<file path="src/rtl/pipe_ctrl_pkg.sv">
// Shared encodings for the pipelined control unit: opcodes, functs, field encodings and the ID/EX bundle.
package pipe_ctrl_pkg;

    localparam logic [5:0] OP_RTYPE  = 6'h00;
    localparam logic [5:0] OP_REGIMM = 6'h01;
    localparam logic [5:0] OP_J      = 6'h02;
    localparam logic [5:0] OP_JAL    = 6'h03;
    localparam logic [5:0] OP_BEQ    = 6'h04;
    localparam logic [5:0] OP_BNE    = 6'h05;
    localparam logic [5:0] OP_BLEZ   = 6'h06;
    localparam logic [5:0] OP_BGTZ   = 6'h07;
    localparam logic [5:0] OP_ADDI   = 6'h08;
    localparam logic [5:0] OP_ADDIU  = 6'h09;
    localparam logic [5:0] OP_SLTI   = 6'h0a;
    localparam logic [5:0] OP_SLTIU  = 6'h0b;
    localparam logic [5:0] OP_ANDI   = 6'h0c;
    localparam logic [5:0] OP_LUI    = 6'h0f;
    localparam logic [5:0] OP_SPEC2  = 6'h1c;
    localparam logic [5:0] OP_LW     = 6'h23;
    localparam logic [5:0] OP_SW     = 6'h2b;

    localparam logic [5:0] FN_SLL   = 6'h00;
    localparam logic [5:0] FN_SRL   = 6'h02;
    localparam logic [5:0] FN_SRA   = 6'h03;
    localparam logic [5:0] FN_JR    = 6'h08;
    localparam logic [5:0] FN_JALR  = 6'h09;
    localparam logic [5:0] FN_MFHI  = 6'h10;
    localparam logic [5:0] FN_MTHI  = 6'h11;
    localparam logic [5:0] FN_MFLO  = 6'h12;
    localparam logic [5:0] FN_MTLO  = 6'h13;
    localparam logic [5:0] FN_MULT  = 6'h18;
    localparam logic [5:0] FN_MULTU = 6'h19;
    localparam logic [5:0] FN_DIV   = 6'h1a;
    localparam logic [5:0] FN_DIVU  = 6'h1b;
    localparam logic [5:0] FN_ADD   = 6'h20;
    localparam logic [5:0] FN_ADDU  = 6'h21;
    localparam logic [5:0] FN_SUB   = 6'h22;
    localparam logic [5:0] FN_SUBU  = 6'h23;
    localparam logic [5:0] FN_AND   = 6'h24;
    localparam logic [5:0] FN_OR    = 6'h25;
    localparam logic [5:0] FN_XOR   = 6'h26;
    localparam logic [5:0] FN_NOR   = 6'h27;
    localparam logic [5:0] FN_SLT   = 6'h2a;
    localparam logic [5:0] FN_SLTU  = 6'h2b;

    typedef enum logic [2:0] {
        ALU_ADD = 3'b000, ALU_BR = 3'b001, ALU_R = 3'b010,
        ALU_AND = 3'b100, ALU_SLT = 3'b101, ALU_SP2 = 3'b110
    } alu_op_e;

    typedef enum logic [2:0] {
        BR_EQ = 3'b000, BR_NE = 3'b001, BR_LEZ = 3'b010,
        BR_GTZ = 3'b011, BR_LTZ = 3'b100, BR_NONE = 3'b111
    } branch_op_e;

    typedef enum logic [1:0] {WD_RT = 2'b00, WD_RD = 2'b01, WD_R31 = 2'b10} write_dst_e;
    typedef enum logic [1:0] {M2R_ALU = 2'b00, M2R_MEM = 2'b01, M2R_PC = 2'b10} memto_reg_e;
    typedef enum logic [1:0] {HL_NONE = 2'b00, HL_HI = 2'b01, HL_LO = 2'b10} hilo_rd_e;
    typedef enum logic [1:0] {MD_MULT = 2'b00, MD_MULTU = 2'b01, MD_DIV = 2'b10, MD_DIVU = 2'b11} md_op_e;
    typedef enum logic {MD_IDLE = 1'b0, MD_BUSY = 1'b1} md_state_e;

    // MSB is a reserved zero bit that pads the bundle to its 24-bit port width.
    typedef struct packed {
        logic       rsvd;
        logic       regWrite;
        logic       memRead;
        logic       memWrite;
        memto_reg_e memtoReg;
        write_dst_e writeDst;
        logic       aluSrc1;
        logic       aluSrc2;
        logic       extOp;
        logic       luOp;
        logic [3:0] aluOp;
        logic       jump;
        logic       branch;
        branch_op_e branchOp;
        logic       hiLoWr;
        hilo_rd_e   hiLoRd;
    } ex_ctrl_t;

    localparam int EX_CTRL_W = $bits(ex_ctrl_t);

endpackage

</file>
<file path="src/rtl/md_sequencer.sv">
// Multiply/divide unit sequencer: IDLE/BUSY FSM with a latency down-counter and registered status pulses.
module md_sequencer
    import pipe_ctrl_pkg::*;
#(
    parameter int MUL_LAT = 4,
    parameter int DIV_LAT = 32,
    parameter int CNT_W   = 6
) (
    input  logic       clk,
    input  logic       reset,
    input  logic       issue,
    input  logic [1:0] op,
    output logic       md_start,
    output logic [1:0] md_op,
    output logic       md_busy,
    output logic       md_done
);

    localparam logic [CNT_W-1:0] MUL_LOAD = CNT_W'(MUL_LAT - 32'sd1);
    localparam logic [CNT_W-1:0] DIV_LOAD = CNT_W'(DIV_LAT - 32'sd1);
    localparam logic [CNT_W-1:0] CNT_ONE  = {{(CNT_W-1){1'b0}}, 1'b1};

    md_state_e        state_r;
    logic [CNT_W-1:0] cnt_r;
    logic [CNT_W-1:0] loadVal_s;
    logic             start_r;
    logic [1:0]       op_r;
    logic             busy_r;
    logic             done_r;

    assign loadVal_s = op[1] ? DIV_LOAD : MUL_LOAD;

    // Issue loads latency-1; done is registered one edge early so it lines up with count zero.
    always_ff @(posedge clk or posedge reset) begin
        if (reset) begin
            state_r <= MD_IDLE;
            cnt_r   <= '0;
            start_r <= 1'b0;
            op_r    <= MD_MULT;
            busy_r  <= 1'b0;
            done_r  <= 1'b0;
        end else begin
            case (state_r)
                MD_IDLE: begin
                    if (issue) begin
                        state_r <= MD_BUSY;
                        cnt_r   <= loadVal_s;
                        start_r <= 1'b1;
                        op_r    <= op;
                        busy_r  <= 1'b1;
                        done_r  <= (loadVal_s == '0);
                    end else begin
                        start_r <= 1'b0;
                        busy_r  <= 1'b0;
                        done_r  <= 1'b0;
                    end
                end
                MD_BUSY: begin
                    start_r <= 1'b0;
                    if (cnt_r == '0) begin
                        state_r <= MD_IDLE;
                        busy_r  <= 1'b0;
                        done_r  <= 1'b0;
                    end else begin
                        cnt_r  <= cnt_r - CNT_ONE;
                        done_r <= (cnt_r == CNT_ONE);
                    end
                end
                default: begin
                    state_r <= MD_IDLE;
                    cnt_r   <= '0;
                    start_r <= 1'b0;
                    busy_r  <= 1'b0;
                    done_r  <= 1'b0;
                end
            endcase
        end
    end

    assign md_start = start_r;
    assign md_op    = op_r;
    assign md_busy  = busy_r;
    assign md_done  = done_r;

endmodule

</file>
<file path="src/rtl/pipe_ctrl_unit.sv">
// Pipelined control unit: ID decode, ID/EX control register, load-use and MD hazard stall, MD sequencing.
// Build macro PIPE_CTRL_ILLEGAL_TRAP_EN adds a registered illegal_instr pulse and bubbles unknown encodings.
module pipe_ctrl_unit
    import pipe_ctrl_pkg::*;
#(
    parameter int MUL_LAT = 4,
    parameter int DIV_LAT = 32,
    parameter int CNT_W   = 6
) (
    input  logic                 clk,
    input  logic                 reset,
    input  logic                 id_valid,
    input  logic [5:0]           Opcode,
    input  logic [5:0]           Funct,
    input  logic [4:0]           Rs,
    input  logic [4:0]           Rt,
    input  logic                 flush,
    output logic                 stall_id,
    output logic                 ex_valid,
    output logic [EX_CTRL_W-1:0] ex_ctrl,
    output logic [4:0]           ex_rt,
    output logic                 md_start,
    output logic [1:0]           md_op,
    output logic                 md_busy,
    output logic                 md_done
`ifdef PIPE_CTRL_ILLEGAL_TRAP_EN
    ,
    output logic                 illegal_instr
`endif
);

    ex_ctrl_t   dec_s;
    ex_ctrl_t   enterCtrl_s;
    ex_ctrl_t   exCtrl_r;
    logic       legal_s;
    logic       usesRt_s;
    logic       isMd_s;
    logic       hiLoUse_s;
    logic [1:0] mdOp_s;
    logic       loadUse_s;
    logic       mdHazard_s;
    logic       issue_s;
    logic       enterValid_s;
    logic       exValid_r;
    logic [4:0] exRt_r;

    // Decode starts from the common non-R defaults; unknown encodings are zeroed afterwards.
    always_comb begin
        dec_s          = '0;
        dec_s.extOp    = 1'b1;
        dec_s.aluSrc2  = 1'b1;
        dec_s.branchOp = BR_NONE;
        dec_s.aluOp    = {Opcode[0], ALU_ADD};
        legal_s        = 1'b1;
        usesRt_s       = 1'b0;
        isMd_s         = 1'b0;
        hiLoUse_s      = 1'b0;
        mdOp_s         = MD_MULT;
        case (Opcode)
            OP_RTYPE: begin
                dec_s.regWrite = 1'b1;
                dec_s.writeDst = WD_RD;
                dec_s.aluSrc2  = 1'b0;
                dec_s.aluOp    = {Opcode[0], ALU_R};
                usesRt_s       = 1'b1;
                case (Funct)
                    FN_SLL, FN_SRL, FN_SRA: dec_s.aluSrc1 = 1'b1;
                    FN_JR: begin
                        dec_s.regWrite = 1'b0;
                        dec_s.jump     = 1'b1;
                    end
                    FN_JALR: begin
                        dec_s.jump     = 1'b1;
                        dec_s.memtoReg = M2R_PC;
                    end
                    FN_MFHI: begin
                        dec_s.hiLoRd = HL_HI;
                        hiLoUse_s    = 1'b1;
                    end
                    FN_MFLO: begin
                        dec_s.hiLoRd = HL_LO;
                        hiLoUse_s    = 1'b1;
                    end
                    FN_MTHI, FN_MTLO: begin
                        dec_s.regWrite = 1'b0;
                        dec_s.hiLoWr   = 1'b1;
                        hiLoUse_s      = 1'b1;
                    end
                    FN_MULT, FN_MULTU, FN_DIV, FN_DIVU: begin
                        dec_s.regWrite = 1'b0;
                        isMd_s         = 1'b1;
                        mdOp_s         = md_op_e'(Funct[1:0]);
                    end
                    FN_ADD, FN_ADDU, FN_SUB, FN_SUBU, FN_AND, FN_OR,
                    FN_XOR, FN_NOR, FN_SLT, FN_SLTU: dec_s.aluSrc1 = 1'b0;
                    default: legal_s = 1'b0;
                endcase
            end
            OP_J: dec_s.jump = 1'b1;
            OP_JAL: begin
                dec_s.jump     = 1'b1;
                dec_s.regWrite = 1'b1;
                dec_s.memtoReg = M2R_PC;
                dec_s.writeDst = WD_R31;
            end
            OP_BEQ, OP_BNE: begin
                dec_s.branch   = 1'b1;
                dec_s.branchOp = Opcode[0] ? BR_NE : BR_EQ;
                dec_s.aluSrc2  = 1'b0;
                dec_s.aluOp    = {Opcode[0], ALU_BR};
                usesRt_s       = 1'b1;
            end
            OP_BLEZ: begin
                dec_s.branch   = 1'b1;
                dec_s.branchOp = BR_LEZ;
            end
            OP_BGTZ: begin
                dec_s.branch   = 1'b1;
                dec_s.branchOp = BR_GTZ;
            end
            OP_REGIMM: begin
                dec_s.branch   = 1'b1;
                dec_s.branchOp = BR_LTZ;
            end
            OP_ADDI, OP_ADDIU: dec_s.regWrite = 1'b1;
            OP_SLTI, OP_SLTIU: begin
                dec_s.regWrite = 1'b1;
                dec_s.aluOp    = {Opcode[0], ALU_SLT};
            end
            OP_ANDI: begin
                dec_s.regWrite = 1'b1;
                dec_s.extOp    = 1'b0;
                dec_s.aluOp    = {Opcode[0], ALU_AND};
            end
            OP_LUI: begin
                dec_s.regWrite = 1'b1;
                dec_s.luOp     = 1'b1;
            end
            OP_SPEC2: dec_s.aluOp = {Opcode[0], ALU_SP2};
            OP_LW: begin
                dec_s.regWrite = 1'b1;
                dec_s.memRead  = 1'b1;
                dec_s.memtoReg = M2R_MEM;
            end
            OP_SW: begin
                dec_s.memWrite = 1'b1;
                usesRt_s       = 1'b1;
            end
            default: legal_s = 1'b0;
        endcase
    end

    assign loadUse_s  = exValid_r && exCtrl_r.memRead && (exRt_r != 5'd0) &&
                        ((exRt_r == Rs) || ((exRt_r == Rt) && usesRt_s));
    assign mdHazard_s = md_busy && (hiLoUse_s || isMd_s);
    assign stall_id   = id_valid && !flush && (loadUse_s || mdHazard_s);
    assign issue_s    = id_valid && !flush && !stall_id && isMd_s;

    assign enterCtrl_s = (id_valid && legal_s) ? dec_s : '0;
`ifdef PIPE_CTRL_ILLEGAL_TRAP_EN
    assign enterValid_s = id_valid && legal_s;
`else
    assign enterValid_s = id_valid;
`endif

    // ID/EX boundary: flush or stall inserts a bubble, otherwise the decoded instruction advances.
    always_ff @(posedge clk or posedge reset) begin
        if (reset) begin
            exValid_r <= 1'b0;
            exCtrl_r  <= '0;
            exRt_r    <= 5'd0;
        end else if (flush || stall_id) begin
            exValid_r <= 1'b0;
            exCtrl_r  <= '0;
            exRt_r    <= 5'd0;
        end else begin
            exValid_r <= enterValid_s;
            exCtrl_r  <= enterCtrl_s;
            exRt_r    <= enterValid_s ? Rt : 5'd0;
        end
    end

`ifdef PIPE_CTRL_ILLEGAL_TRAP_EN
    logic illegal_r;

    // One pulse per unknown encoding, taken only when it would otherwise have entered EX.
    always_ff @(posedge clk or posedge reset) begin
        if (reset) begin
            illegal_r <= 1'b0;
        end else begin
            illegal_r <= id_valid && !flush && !stall_id && !legal_s;
        end
    end

    assign illegal_instr = illegal_r;
`endif

    assign ex_valid = exValid_r;
    assign ex_ctrl  = exCtrl_r;
    assign ex_rt    = exRt_r;

    md_sequencer #(
        .MUL_LAT(MUL_LAT),
        .DIV_LAT(DIV_LAT),
        .CNT_W  (CNT_W)
    ) u_md_seq (
        .clk     (clk),
        .reset   (reset),
        .issue   (issue_s),
        .op      (mdOp_s),
        .md_start(md_start),
        .md_op   (md_op),
        .md_busy (md_busy),
        .md_done (md_done)
    );

endmodule

</file>
<file path="config.mk">
export PLATFORM = sky130hd
export DESIGN_NAME = pipe_ctrl_unit
export DESIGN_NICKNAME = d
export VERILOG_FILES = /design/src/rtl/pipe_ctrl_pkg.sv /design/src/rtl/md_sequencer.sv /design/src/rtl/pipe_ctrl_unit.sv
export SDC_FILE = /design/constraint.sdc
export NUM_CORES = 1
export LEC_CHECK = 0
export CAP_MARGIN = 20
export CORE_ASPECT_RATIO = 0.5
export CORE_UTILIZATION = 45
export CTS_BUF_LIST = sky130_fd_sc_hd__clkbuf_2
export CTS_CLUSTER_DIAMETER = 100
export CTS_CLUSTER_SIZE = 10
export DETAILED_ROUTE_END_ITERATION = 12
export PLACE_DENSITY = 0.85
export SYNTH_ARGS = -nofsm -noshare
export SYNTH_HDL_FRONTEND = slang
export SYNTH_SLANG_ARGS = --single-unit
</file>
<file path="constraint.sdc">
create_clock -name clk -period 3.78 [get_ports clk]
set_input_delay 0.756 -clock clk [delete_from_list [all_inputs] [get_ports clk]]
set_output_delay 0.756 -clock clk [all_outputs]
set_load 0.05 [all_outputs]
</file>
* Word level (Yosys, flattened, before mapping)
Index checks and enable logic that the tools add are counted.
** Operators by class
- $add $sub $neg :: 1
- Equal/unequal tests :: 44
- Mux-type cells :: 47
- Bitwise operators :: 1
- Reductions and logical operators :: 37
** Operators with widths (number)
- $eq A6 B6 Y1 const B :: 12
- $eq A6 B5 Y1 const B :: 9
- $eq A6 B4 Y1 const B :: 8
- $mux W23 :: 2
- $eq A6 B2 Y1 const B :: 4
- $eq A6 B3 Y1 const B :: 4
- $logic_not A6 Y1 :: 4
- $mux W1 :: 23
- $reduce_or A23 Y1 :: 1
- $pmux W4 S4 :: 1
- $reduce_or A16 Y1 :: 1
- $mux W5 :: 3
- $pmux W3 S5 :: 1
- $pmux W1 S2 :: 7
- $eq A6 B1 Y1 const B :: 2
- $mux W6 :: 2
- $pmux W6 S2 :: 1
- $reduce_or A4 Y1 :: 3
- $eq A5 B5 Y1 :: 2
- $logic_and A1 B1 Y1 :: 10
- $reduce_or A2 Y1 :: 5
- $pmux W2 S2 :: 2
- $reduce_or A8 Y1 :: 1
- $reduce_or A7 Y1 :: 1
- other kinds (11) :: 21
** Storage, ports and cells
- Register bits :: 42
- Bits of input ports :: 26
- Logic and storage cells :: 154

* Longest topological paths before layout
- Word-level depth :: 13
- Mapped depth :: 7

* Cells and area by module
Synthesis repeated with hierarchy kept, for this count alone.
** Unflattened totals
- Cells, all modules :: 221
- Area, all modules :: 2124.5 um^2
** Modules (own cells, without submodules)
- pipe_ctrl_unit :: times used 1, cells each 169, area each 1546.5 um^2, sequential area each 725.7 um^2
- md_sequencer :: times used 1, cells each 52, area each 578.1 um^2, sequential area each 300.3 um^2

* Worst setup path after synthesis
No wires, ideal clock.
- Path kind :: input to output
- Start :: input port Opcode[2]
- End :: output port stall_id
- Arrival :: 2.612 ns
- Path slack :: 0.412 ns
- Stages on the path :: 6
- Path through :: buf_6 nand2b_1 mux2i_1 nor4b_2 nor3_1 nor2_1
** On the way
- Word-level cells in the longest chain between the ends :: 8
** Ends and longest elaborated chain
- from (decl) :: line pipe_ctrl_unit.sv:13 : input logic [5:0] Opcode,
- $eq A6 B6 Y1 (tied with other cells) :: line pipe_ctrl_unit.sv:59 : case (Opcode)
- $reduce_or A4 Y1 (no source line)
- $mux W1 :: line pipe_ctrl_unit.sv:59
- $logic_and A1 B1 Y1 :: line pipe_ctrl_unit.sv:154 : ((exRt_r == Rs) || ((exRt_r == Rt) && usesRt_s));
- $logic_or A1 B1 Y1 :: line pipe_ctrl_unit.sv:154
- $logic_and A1 B1 Y1 :: line pipe_ctrl_unit.sv:153 : assign loadUse_s = exValid_r && exCtrl_r.memRead && (exRt_r != 5'd0) &&
- $logic_or A1 B1 Y1 (*) :: line pipe_ctrl_unit.sv:156 : assign stall_id = id_valid && !flush && (loadUse_s || mdHazard_s);
- $logic_and A1 B1 Y1 (*) :: line pipe_ctrl_unit.sv:156
- to (decl) :: line pipe_ctrl_unit.sv:18 : output logic stall_id,
Mark *: on every way between the ends. The rest lies on a longest branch, timed or not.

* Worst setup path in the final report
- Start :: input port Opcode[3]
- End :: output port stall_id
Same word-level chain as after synthesis.

==> results_dict.tcl <==
set metrics [dict create \
    wire_per_inst_um 15.3 \
    syn_area_um2 2180 \
    p_int_uw 582 \
    via_count 1879 \
    synth.distinct_cells 51 \
    netlist_top_cells_area "dfrtp_1 (47%), nor2_1 (3.8%), xnor2_1 (2.8%)" \
    startpoint_type "input pin" \
    setup_tns_ns 0 \
    grt_max_degree 42 \
    overflow 0 \
    setup_viol 0 \
    drt-total-wl_um 5360 \
    drt_iter0_drc 106 \
    multi_input_area_um2 1050 \
    layout-drive-gt1-share_pct 12.3 \
    worstSkewPairLatency_ns 0.40 \
    critPathLaunch "Opcode[3]" \
    drcViolationCount 0 \
    cts.sinks 41 \
    worst_ep_arrival_time_ns 2.62 \
    detail-route-antenna-nets 0 \
    grt_busiest_layer "met2" \
    p_total_uw 848 \
    synthArstFlopShare_pct 100 \
    final_common_cell "clkdlybuf4s50_1" \
    clock.fmax_ghz 0.296 \
    ios 62 \
    hold_class "flip-flop to flip-flop" \
    h-tree-depth 2 \
    final_cell_mix "clkdlybuf4s50_1 (59), dfrtp_1 (41), nor2_1 (22)" \
    holdBufCountCts 0 \
    power.density_nw_per_um2 290 \
    cp_max_fo 8 \
    outcome "completed" \
    max_cap_violations 0 \
    grt_use_met1_pct 28.5 \
    rsz0062_at_grt "false" \
    start_util_pct 48.1 \
    grtUsageMet3_pct 4.38 \
    dieArea_um2 5150 \
    clk_pin_slew_worst_paths_ns 0.19 \
    grt_first_pass_wirelength_um 8630 \
    die_h_um 51.2 \
    crit_type "input pin to output port" \
    power.share.clock_pct 21.4 \
    antenna_found_initial 0 \
    endpoint_kind "output port" \
    worstReg2RegStart "ex_rt[2]" \
    r2r_slack_ns 1.04 \
    via_per_inst 5.35 \
    synth_nets 247 \
    nets 313 \
    skew_ns 0.0116 \
    synth_edf_count 0 \
    rows 17 \
    synth_area_leader_cell "dfrtp_1" \
    synth_warnings 0 \
    switching_share_pct 31.4 \
    fp.dieW_um 100 \
    slew_headroom_pct 57.4 \
    p_sw_uw 267 \
    fin_crit_ns 3.37 \
    cts_setup_buffers 0 \
    place_worst_setup_slack_ns 0.424 \
    hold_start "u_md_seq.md_op[0]" \
    core_area_um2 4530 \
    vdd_ir_drop_max_uv 125 \
    clock_path_buffers 2 \
    worstPathRequired_ns 3.02 \
    gp_congestion 0.899 \
    grtUsageTotal_pct 22.1 \
    seqCellArea_um2 1030 \
    diodes 0 \
    synth_flop_cell "dfrtp_1" \
    seqPwrFrac_pct 56.5 \
    cts_buffers 5 \
    clockRootBuffer "clkbuf_2" \
    synth-seq-cells 41 \
    grt_pass1_vias 1801 \
    pwr-share-comb_pct 22.1 \
    synthCells 219 \
    io_buffers 60 \
    synth.avg_cell_area_um2 9.96 \
    grtUsageMet2_pct 36.9 \
    firstDrtPassIters 4 \
    hold_viol 0 \
    slew_violations 0 \
    dp_hpwl_um 4020 \
    synth_top_area_share_pct 47.0 \
    yosysSeqAreaShare_pct 47.0 \
    cts_tree "built" \
    setup_ws_ns 0.405 \
    finalCritPeriodShare_pct 89.3 \
    cts_resized 0 \
    fin_hold_ws_ns 0.512 \
    area_delta_synth_final_pct 34.3 \
    worstMarginPinSlew_ns 0.640 \
    fill_cells 378 \
    p_leak_uw 0.00122 \
]
-- path summary, 6_finish.rpt --
path	endpoint	cells past startpoint
setup / recovery	stall_id	7
hold / removal	u_md_seq.md_op[0]	1
setup reg to reg	ex_ctrl[21]	6
hold reg to reg	u_md_seq.md_op[0]	1
max in group asynchronous	ex_ctrl[16]	3
min in group asynchronous	ex_valid	3
-- logic make-up after synthesis --
logic type | Yosys count | synth area share [%]
flops | 41 | 47.0
fa+ha+maj | 2 | 1.15
other cells | 1 | 0.172
simple gates | 101 | 29.0
xor+xnor | 10 | 4.02
compound gates | 35 | 11.7
buf+inv | 25 | 4.93
mux | 4 | 1.95
-- power by group through the flow --
stage / Combinational (uW) / Clock [uW] / Sequential, uW
6_report: 187 / 182 / 479
5_1_grt: 203 / 202 / 482
4_1_cts: 188 / 186 / 478
3_5_place_dp: 187 / 0 / 486
3_3_place_gp: 181 / 0 / 485
2_1_floorplan: 99.4 / 0 / 500
-- state kept, by name, indices dropped and copies added, names as in the netlist --
name               flops
u_md_seq.md_done       1
u_md_seq.state_r       1
u_md_seq.md_op         2
u_md_seq.cnt_r         6
ex_valid               1
ex_ctrl               23
u_md_seq.md_start      1
u_md_seq.md_busy       1
ex_rt                  5
-- area by class of cell --
class,instances,share of cell area [%]
Multi-Input combinational cell,153,35.8
Sequential cell,41,35.0
Timing Repair Buffer,70,23.4
Tap cell,66,2.82
Inverter,14,1.79
Clock buffer,6,1.03
Clock inverter,1,0.128
-- Yosys cell counts (all sizes together), types with 5 or more instances --
cell and count:
inv 14, dfrtp 41, nand2 14, nand3 6, nand2b 9, or3 6, a21oi 9, o21ai 5
clkbuf 7, xnor2 7, nor2 22, nor4 11, nor3 13
-- metrics by stage --
step / cell area (um2) / util [%] / std cells
2_1_floorplan: 2180 / - / 219
3_3_place_gp: 2890 / 63.9 / 344
3_5_place_dp: 2890 / 63.9 / 344
4_1_cts: 2930 / 64.6 / 351
5_1_grt: 2930 / 64.6 / 351
6_report: 2930 / 64.6 / 351
-- per-layer routing --
metal / routed length [um] / vias up / part of all wire, %
met3: 244 / 11 / 4.6
li1: - / 905 / -
met2: 2650 / 55 / 49
met5: 0 / - / 0
met1: 2350 / 908 / 44
met4: 119 / 0 / 2.2
-- critical path, stage by stage --
cell,delay (ns)
clkdlybuf4s50_1,0.56
nor4_4,0.48
nand4_4,0.21
nor2_1,0.16
nor3_1,0.08
nor2_1,0.20
buf_12,0.17
(Power assumes the default switching activity.)
